<file path="src/rtl/regfile_sb_pkg.sv">
// Shared constants and helpers for the scoreboarded register file.
package regfile_sb_pkg;

  localparam int unsigned DefW  = 8;
  localparam int unsigned DefAW = 3;

  // Widest address the decode helper supports; callers truncate the result to their depth.
  localparam int unsigned MaxAW = 8;
  localparam int unsigned MaxN  = 1 << MaxAW;

  // One-hot decode of addr, all-zero when en is low.
  function automatic logic [MaxN-1:0] decode(input logic [MaxAW-1:0] addr, input logic en);
    logic [MaxN-1:0] oh;
    oh = '0;
    if (en) oh[addr] = 1'b1;
    return oh;
  endfunction

  // Width needed to count 0..n inclusive for a power-of-two n.
  function automatic int unsigned cnt_width(input int unsigned n);
    return $clog2(n) + 1;
  endfunction

endpackage

</file>
<file path="src/rtl/regfile_rdport.sv">
// One asynchronous read port: address mux, hardwired-zero masking and write bypass.
module regfile_rdport #(
  parameter int unsigned W       = 8,
  parameter int unsigned AW      = 3,
  parameter int unsigned ZERO_R0 = 0,
  parameter int unsigned BYPASS  = 1
) (
  input  logic [(1<<AW)-1:0][W-1:0] regs,
  input  logic [(1<<AW)-1:0]        busy_vec,
  input  logic [AW-1:0]             sel,
  input  logic                      cload,
  input  logic [AW-1:0]             csel,
  input  logic [W-1:0]              cin,
  output logic [W-1:0]              dout,
  output logic                      dbusy
);

  logic is_zero;
  logic hit;

  assign is_zero = (ZERO_R0 != 0) && (sel == '0);
  // Forwarding never targets the hardwired zero register.
  assign hit     = (BYPASS != 0) && cload && (csel == sel) && !is_zero;

  // Select forwarded, masked or stored value and its busy flag.
  always_comb begin
    dout  = regs[sel];
    dbusy = busy_vec[sel];
    if (is_zero) begin
      dout  = '0;
      dbusy = 1'b0;
    end else if (hit) begin
      dout  = cin;
      dbusy = 1'b0;
    end
  end

endmodule

</file>
<file path="src/rtl/regfile_sb.sv">
// Parametrised 2R1W register file with per-register busy scoreboard and live busy count.
module regfile_sb
  import regfile_sb_pkg::*;
#(
  parameter int unsigned W       = DefW,
  parameter int unsigned AW      = DefAW,
  parameter int unsigned ZERO_R0 = 0,
  parameter int unsigned BYPASS  = 1
) (
  input  logic          clk,
  input  logic          rst,
  input  logic          cload,
  input  logic [AW-1:0] csel,
  input  logic [W-1:0]  cin,
  input  logic [AW-1:0] asel,
  input  logic [AW-1:0] bsel,
  output logic [W-1:0]  aout,
  output logic [W-1:0]  bout,
  input  logic          rsv,
  input  logic [AW-1:0] rsel,
  output logic          rsv_ok,
  output logic          abusy,
  output logic          bbusy,
  output logic [AW:0]   nbusy
);

  localparam int unsigned N    = 1 << AW;
  localparam int unsigned CntW = cnt_width(N);

  logic [N-1:0][W-1:0] regs_q;
  logic [N-1:0]        busy_q, busy_d;
  logic [N-1:0]        set_vec, clr_vec;
  logic [CntW-1:0]     nbusy_q, nbusy_d;
  logic                rsv_zero, wr_zero, wr_en, inc, dec;

  assign rsv_zero = (ZERO_R0 != 0) && (rsel == '0);
  assign wr_zero  = (ZERO_R0 != 0) && (csel == '0);
  assign wr_en    = cload && !wr_zero;

  // Grant decision uses the pre-edge busy bit, so a busy register is refused even if written now.
  assign rsv_ok   = rsv && !busy_q[rsel] && !rsv_zero;

  assign set_vec  = N'(decode(MaxAW'(rsel), rsv_ok));
  assign clr_vec  = N'(decode(MaxAW'(csel), wr_en));

  // Count tracks the busy vector incrementally; a granted reserve to the written register wins.
  assign inc = rsv_ok;
  assign dec = cload && busy_q[csel] && !(rsv_ok && (rsel == csel));

  // Next busy vector: writes clear, grants set, set has priority.
  always_comb begin
    busy_d  = (busy_q & ~clr_vec) | set_vec;
    nbusy_d = nbusy_q + CntW'(inc) - CntW'(dec);
  end

  // Data array write.
  always_ff @(posedge clk or negedge rst) begin
    if (!rst) begin
      regs_q <= '0;
    end else begin
      for (int i = 0; i < int'(N); i++) begin
        if (clr_vec[i]) regs_q[i] <= cin;
      end
    end
  end

  // Scoreboard state and busy count.
  always_ff @(posedge clk or negedge rst) begin
    if (!rst) begin
      busy_q  <= '0;
      nbusy_q <= '0;
    end else begin
      busy_q  <= busy_d;
      nbusy_q <= nbusy_d;
    end
  end

  assign nbusy = nbusy_q;

  regfile_rdport #(
    .W       (W),
    .AW      (AW),
    .ZERO_R0 (ZERO_R0),
    .BYPASS  (BYPASS)
  ) u_rd_a (
    .regs     (regs_q),
    .busy_vec (busy_q),
    .sel      (asel),
    .cload    (cload),
    .csel     (csel),
    .cin      (cin),
    .dout     (aout),
    .dbusy    (abusy)
  );

  regfile_rdport #(
    .W       (W),
    .AW      (AW),
    .ZERO_R0 (ZERO_R0),
    .BYPASS  (BYPASS)
  ) u_rd_b (
    .regs     (regs_q),
    .busy_vec (busy_q),
    .sel      (bsel),
    .cload    (cload),
    .csel     (csel),
    .cin      (cin),
    .dout     (bout),
    .dbusy    (bbusy)
  );

endmodule
</file>
<file path="config.mk">
export PLATFORM = sky130hd
export DESIGN_NAME = regfile_sb
export DESIGN_NICKNAME = d
export VERILOG_FILES = /design/src/rtl/regfile_sb_pkg.sv /design/src/rtl/regfile_rdport.sv /design/src/rtl/regfile_sb.sv
export SDC_FILE = /design/constraint.sdc
export NUM_CORES = 1
export LEC_CHECK = 0
export ABC_AREA = 1
export ABC_CLOCK_PERIOD_IN_PS = 2450
export CAP_MARGIN = 20
export CORE_ASPECT_RATIO = 1.2
export CORE_UTILIZATION = 59
export CTS_BUF_LIST = sky130_fd_sc_hd__clkbuf_16
export DETAILED_ROUTE_END_ITERATION = 10
export PLACE_DENSITY = 0.81
export SYNTH_ARGS = -nofsm -noshare
export SYNTH_HDL_FRONTEND = slang
export SYNTH_SLANG_ARGS = --single-unit
</file>
<file path="constraint.sdc">
create_clock -name clk -period 2.45 [get_ports clk]
set_clock_uncertainty 0.05 [all_clocks]
set_input_delay 0.3675 -clock clk [delete_from_list [all_inputs] [get_ports clk]]
set_output_delay 0.3675 -clock clk [all_outputs]
set_load 0.005 [all_outputs]
</file>
==> results.py <==
metrics = {
    "setup_path": {
        "r2r_end": "nbusy[2]",
        "r2r_cells": 11,
        "crit_top_cell": "nand3_1",
        "required_ps": 2030,
        "path_class": "input port to primary output",
        "critPathLaunchType": "input port",
        "critPathSlowestCell": "clkdlybuf4s50_1",
        "cpPeakStageDelay_ps": 500,
        "r2r_start": "busy_q[0]",
        "path_cells": "dlygate4sd2_1 -> buf_4 -> nand3_1 -> nand3_1 -> nand3_1 -> nand2_1 -> clkdlybuf4s50_1",
        "cp_max_fo": 13,
        "r2r_slack_ps": 280,
        "arrival_ps": 1990,
        "worst_setup_path_end_kind": "primary output",
    },
    "die": {
        "initial_utilization": 0.608,
        "die-width_um": 87.8,
        "die_h_um": 105,
        "boundaryPins": 47,
        "core_mm2": 0.00856,
        "row_count": 37,
        "dieArea_mm2": 0.00921,
    },
    "power": {
        "p_total_mw": 4.59,
        "powerDensity_mw_per_mm2": 708,
        "peakVddDrop_mv": 0.639,
        "p_leak_nw": 3.33,
    },
    "logic_synthesis": {
        "ys_types": 33,
        "yosysWarnings": 0,
        "syn_area_per_cell_um2": 7.09,
        "syn_area_mm2": 0.00521,
        "synth_seq_cells": 76,
        "netlist_instances": 735,
        "synth-seq-area-share": 0.365,
        "syn_nets": 764,
    },
    "timing": {
        "fin_tns_setup_ps": 0,
        "setup_viol": 0,
        "rsz0062_at_grt": "yes",
        "post-route-period-util": 0.981,
        "hold_ws_ps": 437,
        "worstMarginPinSlew_ps": 560,
        "maxSlewHeadroom": 0.627,
        "max_freq_mhz": 416,
        "drv_slew": 0,
        "fin_ws_ps": 46.5,
        "hold_violations": 0,
        "min_period_ps": 2400,
    },
    "hold_path": {
        "hold_end": "regs_q[10]",
        "hp-class": "flip-flop to flip-flop",
        "hold_start": "regs_q[10]",
        "hold_depth": 2,
    },
    "cts": {
        "insertion_delay_ps": 340,
        "clock-sinks": 76,
        "htreeDepth": 3,
        "cts_tree": "yes",
        "clockBufferDepth": 2,
        "numCtsBuffers": 9,
        "cts_root_buffer": "clkbuf_16",
        "path_clk_slew_ps": 60,
    },
    "finish": {
        "antenna_cells": 0,
        "final_nets": 840,
        "area_growth_pct": 24.4,
        "fill_cells": 615,
        "drive_above_1_share": 0.165,
    },
    "place": {
        "place_hpwl_mm": 10.6,
        "gp_congestion": 0.892,
        "post-place-ws_ps": -342,
        "io_buffers": 46,
    },
    "detailed_routing": {
        "post_drt_wl_per_cell_um": 17.4,
        "ant_nets": 0,
        "vias": 5557,
        "drt_iter0_markers": 705,
        "drt-total-wl_mm": 16.2,
        "drc": 0,
        "firstDrtPassIters": 9,
        "routed_via_density": 5.96,
    },
    "grt": {
        "grt_pass1_wl_mm": 26.2,
        "antenna_found_initial": 0,
        "grt_max_degree": 42,
        "grt_pass1_vias": 5531,
        "grt_overflow": 0,
        "grt_util_all_layers": 0.375,
    },
    "flow_run": {
        "drv_cap": 0,
    },
    "outcome": {
        "status": "complete, no violations",
    },
}
==> cell usage in the layout, fill, tap and decap left out, types with 3 or more instances in the layout <==
cell	count
o21ai_1	32
nand2_4	8
a21oi_1	8
nand4_1	3
clkdlybuf4s50_1	31
dlygate4sd2_1	9
nand3_1	128
o21ai_2	16
nand3_4	3
buf_6	4
buf_4	41
nand2_2	7
clkbuf_2	3
nor3_1	4
o21ai_0	23
xnor2_4	3
nor2_1	22
dfrtp_1	76
nor2_4	5
clkbuf_16	10
nand2_1	243
ha_1	4
inv_1	77
inv_2	9
o211ai_1	11
buf_12	12
==> cell usage after synthesis <==
cell	number	area share
a21oi_1	8	0.0077
and2_1	3	0.0036
buf_2	23	0.022
buf_4	6	0.0086
buf_6	10	0.022
clkbuf_1	1	0.00072
dfrtp_1	76	0.37
dlygate4sd1_1	1	0.0017
fa_1	1	0.0038
ha_1	4	0.0096
inv_1	79	0.057
inv_2	7	0.0050
inv_6	1	0.0017
nand2_1	243	0.18
nand2_2	7	0.0084
nand2_4	8	0.017
nand3_1	128	0.12
nand3_4	3	0.010
nand4_1	3	0.0036
nor2_1	22	0.016
nor2_2	1	0.0012
nor2_4	5	0.011
nor2_8	1	0.0038
nor3_1	4	0.0038
o211ai_1	11	0.016
o21ai_0	23	0.022
o21ai_1	32	0.031
o21ai_2	16	0.027
or2_2	1	0.0012
xnor2_1	2	0.0034
xnor2_2	2	0.0062
xnor2_4	2	0.011
xor2_1	1	0.0017
==> through the flow <==
step / cell area (um^2) / util / instances
after floorplan: 5210 / - / 735
after global placement: 6090 / 0.711 / 912
after detailed placement: 6090 / 0.711 / 912
after CTS: 6460 / 0.754 / 932
after global routing: 6480 / 0.757 / 933
final: 6480 / 0.757 / 933
==> critical path, delay by kind of cell <==
| kind | cells | cell delay, ps |
|---|---|---|
| buf+inv | 3 | 1170 |
| simple gates | 4 | 450 |
==> worst max-delay path by stage <==
stage / start / end / slack [ps] / cells past startpoint
after floorplan: csel[0] / nbusy[2] / 260 / 12
after global placement: csel[2] / aout[1] / -260 / 7
after detailed placement: csel[2] / aout[0] / -340 / 7
after CTS: rsel[1] / rsv_ok / 10 / 7
after global routing: bsel[1] / bout[0] / -20 / 7
final: bsel[1] / bout[0] / 50 / 7
==> layout make-up <==
| type | count | area [um^2] | area share |
|---|---|---|---|
| sequential | 76 | 1900 | 0.293 |
| timing repair buffer | 105 | 1090 | 0.168 |
| tap | 117 | 146 | 0.0226 |
| clock buffer | 9 | 225 | 0.0348 |
| multi-input combinational | 532 | 2710 | 0.419 |
| clock inverter | 7 | 67.6 | 0.0104 |
| inverter | 87 | 335 | 0.0517 |
==> power breakdown <==
part           internal (mW)  switching (mW)
clock network          0.784           0.527
logic                  0.694           0.847
registers               1.53           0.202
==> per-layer routing <==
| layer | GRT usage | wire (um) |
|---|---|---|
| met4 | 0.270 | 947 |
| met3 | 0.0806 | 1820 |
| met5 | 0 | 0 |
| met1 | 0.463 | 5980 |
| met2 | 0.570 | 7470 |
==> kinds of logic after synthesis <==
logic type | share of synthesized area
AO/OA/AOI/OAI | 0.103
adder cells (fa/ha/maj) | 0.0135
AND/OR/NAND/NOR | 0.378
buffers and inverters | 0.118
XOR/XNOR | 0.0219
flip-flops | 0.365
==> sequential cells by signal, indices dropped and copies added, names as in the netlist <==
register	count
regs_q	64
busy_q	8
nbusy	4
==> what timing repair did <==
item,CTS,global route
pin swaps,1,0
cloned,2,1
resized for setup,22,8
hold buffers,1,0
hold endpoints to repair,40,0
setup buffers,1,0
setup endpoints to repair,19,12
(Power assumes the default switching activity.)
